==> src/rtl/pipe_ctrl_pkg.sv <==
// Shared state encoding and constants for the RV32I pipeline controller.
package pipe_ctrl_pkg;

  typedef enum logic [1:0] {
    ST_IDLE    = 2'd0,
    ST_FLUSH   = 2'd1,
    ST_MC_WAIT = 2'd2
  } state_t;

  localparam logic [31:0] NOP = 32'h0000_0013;

endpackage

==> src/rtl/ctrl_timer.sv <==
// Loadable up/down counter with a terminal-count flag.
module ctrl_timer #(
  parameter int W    = 4,
  parameter bit UP   = 1'b0,
  parameter int TERM = 1
) (
  input  logic         clk,
  input  logic         rst,
  input  logic         load,
  input  logic [W-1:0] load_val,
  input  logic         en,
  output logic         term
);

  localparam logic [W-1:0] TV = W'(TERM);

  logic [W-1:0] count;

  always_ff @(posedge clk or negedge rst) begin
    if (!rst)       count <= '0;
    else if (load)  count <= load_val;
    else if (en)    count <= UP ? count + 1'b1 : count - 1'b1;
  end

  assign term = (count == TV);

endmodule

==> src/rtl/pipe_ctrl.sv <==
// Pipeline controller: PC / IF-ID / ID-EX hold and flush strobes for jumps,
// load-use stalls and multi-cycle EX ops.
module pipe_ctrl
  import pipe_ctrl_pkg::*;
#(
  parameter int AW          = 32,
  parameter int FLUSH_EXTRA = 1,
  parameter int MC_TIMEOUT  = 64
) (
  input  logic          clk,
  input  logic          rst,
  input  logic          jump_en_i,
  input  logic [AW-1:0] jump_addr_i,
  input  logic          load_use_i,
  input  logic          mc_start_i,
  input  logic          mc_done_i,
  output logic          pc_hold_o,
  output logic          pc_jump_en_o,
  output logic [AW-1:0] pc_jump_addr_o,
  output logic          if_id_hold_o,
  output logic          if_id_flush_o,
  output logic          id_ex_hold_o,
  output logic          id_ex_flush_o,
  output logic          mc_err_o,
  output logic [1:0]    state_o
);

  localparam int         TW = $clog2(MC_TIMEOUT);
  localparam logic [3:0] FE = 4'(FLUSH_EXTRA);

  state_t state, nxt;
  logic   flush_load, tmo_load, err_set, flush_term, tmo_term, mc_err;
  logic   ph, pj, ih, ifl, eh, efl;

  ctrl_timer #(.W(4), .UP(1'b0), .TERM(1)) u_flush (
    .clk, .rst, .load(flush_load), .load_val(FE),
    .en(state == ST_FLUSH), .term(flush_term)
  );

  ctrl_timer #(.W(TW), .UP(1'b1), .TERM(MC_TIMEOUT-1)) u_tmo (
    .clk, .rst, .load(tmo_load), .load_val('0),
    .en(state == ST_MC_WAIT), .term(tmo_term)
  );

  always_ff @(posedge clk or negedge rst) begin
    if (!rst) begin
      state  <= ST_IDLE;
      mc_err <= 1'b0;
    end else begin
      state  <= nxt;
      if (err_set) mc_err <= 1'b1;
    end
  end

  always_comb begin
    nxt = state; flush_load = 1'b0; tmo_load = 1'b0; err_set = 1'b0;
    ph = 1'b0; pj = 1'b0; ih = 1'b0; ifl = 1'b0; eh = 1'b0; efl = 1'b0;
    case (state)
      ST_IDLE, ST_FLUSH: begin
        if (jump_en_i) begin
          pj = 1'b1; ifl = 1'b1; efl = 1'b1;
          if (FLUSH_EXTRA > 0) begin
            nxt = ST_FLUSH; flush_load = 1'b1;
          end else begin
            nxt = ST_IDLE;
          end
        end else if (state == ST_FLUSH) begin
          // ID holds a NOP here, so stall/issue requests are meaningless
          ifl = 1'b1;
          if (flush_term) nxt = ST_IDLE;
        end else if (mc_start_i) begin
          nxt = ST_MC_WAIT; tmo_load = 1'b1;
        end else if (load_use_i) begin
          ph = 1'b1; ih = 1'b1; efl = 1'b1;
        end
      end
      ST_MC_WAIT: begin
        if (mc_done_i) begin
          nxt = ST_IDLE;
        end else if (tmo_term) begin
          nxt = ST_IDLE; err_set = 1'b1;
        end else begin
          ph = 1'b1; ih = 1'b1; eh = 1'b1;
        end
      end
      default: nxt = ST_IDLE;
    endcase
  end

  // Gate with rst so nothing escapes while reset is asserted; flush beats hold.
  assign pc_hold_o      = rst & ph;
  assign pc_jump_en_o   = rst & pj;
  assign pc_jump_addr_o = (rst & pj) ? jump_addr_i : '0;
  assign if_id_flush_o  = rst & ifl;
  assign if_id_hold_o   = rst & ih & ~ifl;
  assign id_ex_flush_o  = rst & efl;
  assign id_ex_hold_o   = rst & eh & ~efl;
  assign mc_err_o       = mc_err;
  assign state_o        = state;

endmodule
==> config.mk <==
export PLATFORM = sky130hd
export DESIGN_NAME = pipe_ctrl
export DESIGN_NICKNAME = d
export VERILOG_FILES = /design/src/rtl/pipe_ctrl_pkg.sv /design/src/rtl/ctrl_timer.sv /design/src/rtl/pipe_ctrl.sv
export SDC_FILE = /design/constraint.sdc
export NUM_CORES = 1
export LEC_CHECK = 0
export CORE_MARGIN = 2
export CORE_UTILIZATION = 49
export DETAILED_ROUTE_END_ITERATION = 12
export DONT_BUFFER_PORTS = 1
export PLACE_DENSITY = 0.63
export SLEW_MARGIN = 15
export SYNTH_ARGS = -nofsm -noshare
export SYNTH_HDL_FRONTEND = slang
export SYNTH_SLANG_ARGS = --single-unit
==> constraint.sdc <==
create_clock -name clk -period 1.36 [get_ports clk]
set_input_delay 0.068 -clock clk [delete_from_list [all_inputs] [get_ports clk]]
set_output_delay 0.068 -clock clk [all_outputs]
set_load 0.02 [all_outputs]
# Yosys cells after proc, flatten, opt, wreduce, memory -nomap -nowiden
# Index checks and enable logic that the tools add are counted.
# word_totals
regBits,13
ramBits,0
inputBits,38
rom_bits,0
latch_bits,0
n_memories,0
# classes
n_reduce_logical,5
n_eq_ne,7
n_bitwise,9
n_shift,0
magnitude_cmp,0
addsub,2
n_mux,34
n_mul,0
div,0
# ops
operator,count
$mux W32,1
$mux W1,21
$mux W2,6
$mux W6,2
$mux W4,2
$and A1 B1 Y1,7
$add A6 B1 Y6 const B,1
$eq A6 B6 Y1 const B,1
$eq A4 B1 Y1 const B,1
$ne A4 B3 Y1 const B,1
$ne A4 B4 Y1 const B,1
$pmux W2 S2,1
$reduce_bool A2 Y1,2
$sub A4 B1 Y4 const B,1
$ne A3 B3 Y1 const B,1
$reduce_and A3 Y1,1
$eq A2 B1 Y1 const B,1
$eq A2 B2 Y1 const B,1
$logic_not A2 Y1,1
$not A1 Y1,2
$pmux W1 S2,1
$reduce_or A2 Y1,1

# Logic depth before layout (Yosys ltp)
# depth
word_depth,7
ltp_mapped,5

# Hierarchy
# A second synthesis with hierarchy kept.
# unflattened
hier_cells,119
hier_area_um2,999.7
# by_module_without_submodules
module,cells_per_inst,n_inst,seq_area_each_um2,area_each_um2
pipe_ctrl,62,1,75.1,437.9
ctrl_timer (u_tmo),35,1,150.1,319.1
ctrl_timer (u_flush),22,1,100.1,242.7

# Least setup slack after synthesis
# Ideal clock, no wire load.
# synth_path
path_kind,register -> output
from,"register state[0], in the netlist state_o[0]"
to,output port if_id_hold_o
slack_ns,-0.241
stages_incl_launch_ff,5
arrival_ns,1.533
required_time_ns,1.292
n_path_buf,1
path_cell_list,dfrtp_1 > buf_2 > nor3b_1 > o21ai_1 > o21ai_0
# synth_via
elab_chain_cells,6
elab_cells_between_ends,13
cone_classes,eq/ne (2); mux (6); bitwise (3); reduce/logical (2)
# synth_lines
item,line_no,rtl
"start, declared",pipe_ctrl.sv:31,"state_t state, nxt;"
"start signal, assigned",pipe_ctrl.sv:50,state <= nxt;
$eq A2 B1 Y1,"pipe_ctrl.sv:58, pipe_ctrl.sv:67",
$mux W1,pipe_ctrl.sv:67,end else if (state == ST_FLUSH) begin
$mux W1,pipe_ctrl.sv:60,if (jump_en_i) begin
$pmux W1 S2 or $mux W1 (tied branches),pipe_ctrl.sv:58,case (state)
$and A1 B1 Y1 or $not A1 Y1 (tied branches),pipe_ctrl.sv:95,assign if_id_hold_o = rst & ih & ~ifl;
$and A1 B1 Y1 *,pipe_ctrl.sv:95,
"end, declared",pipe_ctrl.sv:20,"output logic if_id_hold_o,"
# Every way passes the cells marked *; elsewhere a longest branch is shown, timed or not.

# Worst setup path in the final report
# layout_path
from,"register state[0], in the netlist state_o[0]"
to,output port pc_hold_o
# layout_via
elab_chain_cells,5
elab_cells_between_ends,8
cone_classes,eq/ne (2); mux (3); bitwise (1); reduce/logical (2)
# layout_lines
item,line_no,rtl
$eq A2 B1 Y1,"pipe_ctrl.sv:58, pipe_ctrl.sv:67",
$mux W1,pipe_ctrl.sv:67,
$mux W1,pipe_ctrl.sv:60,
$pmux W1 S2 *,pipe_ctrl.sv:58,
$and A1 B1 Y1 *,pipe_ctrl.sv:91,assign pc_hold_o = rst & ph;
"end, declared",pipe_ctrl.sv:17,"output logic pc_hold_o,"
# Marks and branches as above.

==> reports/qor.txt <==
Met3 Usage GRT - 0.0525
Clock-pin transition on the worst setup and hold timing paths - 0.09 ns
H-tree depth - 1
Post-synthesis mux area share - 0.0310
I/O pins - 79
Starting Density - 0.509
Origin of the worst setup path - state_o[0]
Crit. End Element - output port
Hold Fails Final Rpt - 0
DR vias/cell - 6.23
Worst setup margin - -0.161 ns
Max Clock Skew - 0.00126 ns
Tcrit/Tclk final - 1.12
Final wirelength - 3440 um
Post-layout min period - 1.52 ns
Mapped Cells - 116
Critical Path RT - 1.29 ns
Failing checks - setup timing
Root Driver - clkbuf_4
Area share of and/or/nand/nor cells after synthesis - 0.400
Initial antenna violation count - 0
Pins Over Slew Limit - 0
Post-synth EDFFs - 0
DRC Markers - 0
Met1 Resource Use GR - 0.310
Hold/Removal Path Class - in2reg
Die Wd - 48.4 um
Core ar. - 1900 sq um
Layout Nets - 178
Most used DFF post-synth - dfrtp_1
Gr usage total - 0.245
Worst Setup Start Kind - register
Net count after synthesis - 157
Ys Warns - 0
Chip height - 48.4 um
Sequential-to-total area share from yosys stat - 0.336
Worst reg2reg startpoint - state_o[0]
Post-synth cell types - 31
Worst VDD drop - 1.08 mV
Die area - 2340 sq um
RD Place Congestion - 0.792
Sw frac - 0.406
CP Class - reg2out
Deepest clock path buffer count - 2
Main combinational cell family by area after synthesis - simple AND/OR/NAND/NOR gates
Later-pin clock latency in the skew report - 0.28 ns
TritonCTS clock tree - built
First-pass GRT wire length - 4510 um
Met2 Track Usage GR - 0.410
Vias in the first global route - 937
Router iterations before antenna repair - 4
Hold Path Origin - jump_en_i
Status - complete, but fails checks
Ys async rst share - 1.00
Place WS - 0.0389 ns
Slew at the pin closest to its max-slew limit - 0.609 ns
Via count - 1,016
# Max-Cap Violations - 0
RSZ-0062 raised after global routing - yes
Leakage power - 0.000651 uW
Final ANT Viol Nets - 0
Clock power frac - 0.115
Initial detailed-routing violation count - 20
DP HPWL - 1770 um
Layout cells sized above 1 - 0.574
Post-synthesis xor/xnor area fraction - 0.0181
Rows - 16
Psw - 887 uW
Reg2reg path depth - 4
Per-cell routed wire length - 21.1 um
Max Freq - 657 MHz
Syn_area_per_cell - 8.34 sq um
TritonCTS buffer count - 3
Largest net degree at the start of global routing - 38
Port bufs - 0
Global route hottest layer - met2
Flop and latch count out of synthesis - 13
Synth Area in Compound Gates - 0.123
Hold WS - 0.0755 ns
Power, Total - 2180 uW
Final setup viols - 40
Grt ovf - 0
Power Internal - 1290 uW
Cell Pwr Density - 1430 nW/um^2
Clk sinks - 13
Adder-Cell Fraction of Synth Area - 0.0388
Setup TNS Final - -3.25 ns
Post-Syn Area - 967 sq um
Logic pwr share - 0.587
CP Max Fanout - 4
Register share of total power - 0.298
Number of diodes - 0
Relative slew slack - 0.593
Area delta synth->final - 58.1%
Arr. time, crit path - 1.45 ns
Hold depth - 3
[registers in the layout (all words and copies together) (netlist names)]
| signal | flops |
|---|---|
| state_o | 2 |
| u_flush.count | 4 |
| u_tmo.count | 6 |
| mc_err_o | 1 |
[power by group through the flow]
| stage | registers (uW) | logic, uW | clock network [uW] |
|---|---|---|---|
| 2_1_floorplan | 625 | 605 | 0 |
| 3_3_place_gp | 613 | 824 | 0 |
| 3_5_place_dp | 623 | 852 | 0 |
| 4_1_cts | 614 | 1020 | 256 |
| 5_1_grt | 669 | 1390 | 278 |
| 6_report | 651 | 1280 | 251 |
[path summary, 6_finish.rpt]
| check | to | slack [ns] |
|---|---|---|
| min reg2reg | u_tmo.count[4] | 0.55 |
| min in group asynchronous | u_tmo.count[4] | 0.23 |
| min | u_tmo.count[2] | 0.08 |
| max reg2reg | u_tmo.count[5] | -0.14 |
| max | pc_hold_o | -0.16 |
| max in group asynchronous | state_o[1] | 0.70 |
[Yosys cell counts (2+ instances only)]
master	n	area [sq um]
nand2_1	7	26.3
o31ai_1	3	22.5
buf_2	2	10.0
and3_1	33	206
ha_1	3	37.5
o21ai_0	5	25.0
o211ai_1	3	22.5
nor3b_1	2	15.0
clkbuf_1	7	26.3
mux2i_1	3	30.0
inv_1	4	15.0
nor2b_1	2	12.5
xnor2_1	2	17.5
dfrtp_1	13	325
nor4b_1	2	17.5
nor2_1	8	30.0
a21oi_1	2	10.0
nand4b_1	2	17.5
[metrics by stage]
| stage | std cells | cell area, sq um | utilization |
|---|---|---|---|
| 6_report | 163 | 1530 | 0.804 |
| 5_1_grt | 163 | 1530 | 0.804 |
| 4_1_cts | 154 | 1350 | 0.709 |
| 3_5_place_dp | 144 | 1070 | 0.563 |
| 3_3_place_gp | 144 | 1070 | 0.563 |
| 2_1_floorplan | 116 | 986 | - |
[area by class of cell]
class                           count  area [sq um]
Timing Repair Buffer               25           272
Clock inverter                      1          5.00
Inverter                            4          15.0
Clock buffer                        3          22.5
Sequential cell                    13           328
Fill cell                         113           373
Tap cell                           27          33.8
Multi-Input combinational cell     90           853
[metal layers]
| metal | routed length (um) | part of all wire |
|---|---|---|
| met1 | 1380 | 0.40 |
| met2 | 1770 | 0.51 |
| met3 | 175 | 0.051 |
| met4 | 112 | 0.033 |
| met5 | 0 | 0 |
[kinds of logic (layout without fill, tap and decap cells)]
family / after synthesis / count (layout)
buffers and inverters: 13 / 33
adder cells (fa/ha/maj): 3 / 3
AO/OA/AOI/OAI: 18 / 18
AND/OR/NAND/NOR: 64 / 64
flip-flops: 13 / 13
multiplexers: 3 / 3
XOR/XNOR: 2 / 2
[worst max-delay path, cell delays in order, from the launching register on]
cell and delay [ns]:
dfrtp_1 0.43, buf_6 0.14, nor3b_4 0.23, o21ai_4 0.14, o21ai_4 0.23
[what timing repair did]
| action | CTS | global route |
|---|---|---|
| gates cloned | 0 | 3 |
| hold buffers | 2 | 0 |
| pin swaps | 6 | 36 |
| endpoints found under the hold margin | 19 | 0 |
| buffers inserted | 4 | 6 |
| gates resized for setup | 73 | 16 |
| endpoints found under the setup margin | 37 | 44 |
[cells in the final DEF (no fill, tap or decap), types with 2 or more instances in the layout]
master / count
mux2i_1: 3
dfrtp_2: 2
clkbuf_4: 3
buf_12: 2
inv_1: 3
clkbuf_16: 2
ha_1: 2
nand2_1: 7
dfrtp_1: 11
nor2_1: 6
o21ai_4: 3
nand4b_1: 2
o21ai_0: 3
o211ai_1: 3
o31ai_1: 3
and3_4: 32
dlygate4sd3_1: 2
buf_4: 15
xnor2_1: 2
buf_6: 3
Power figures use the tool's default switching activity.
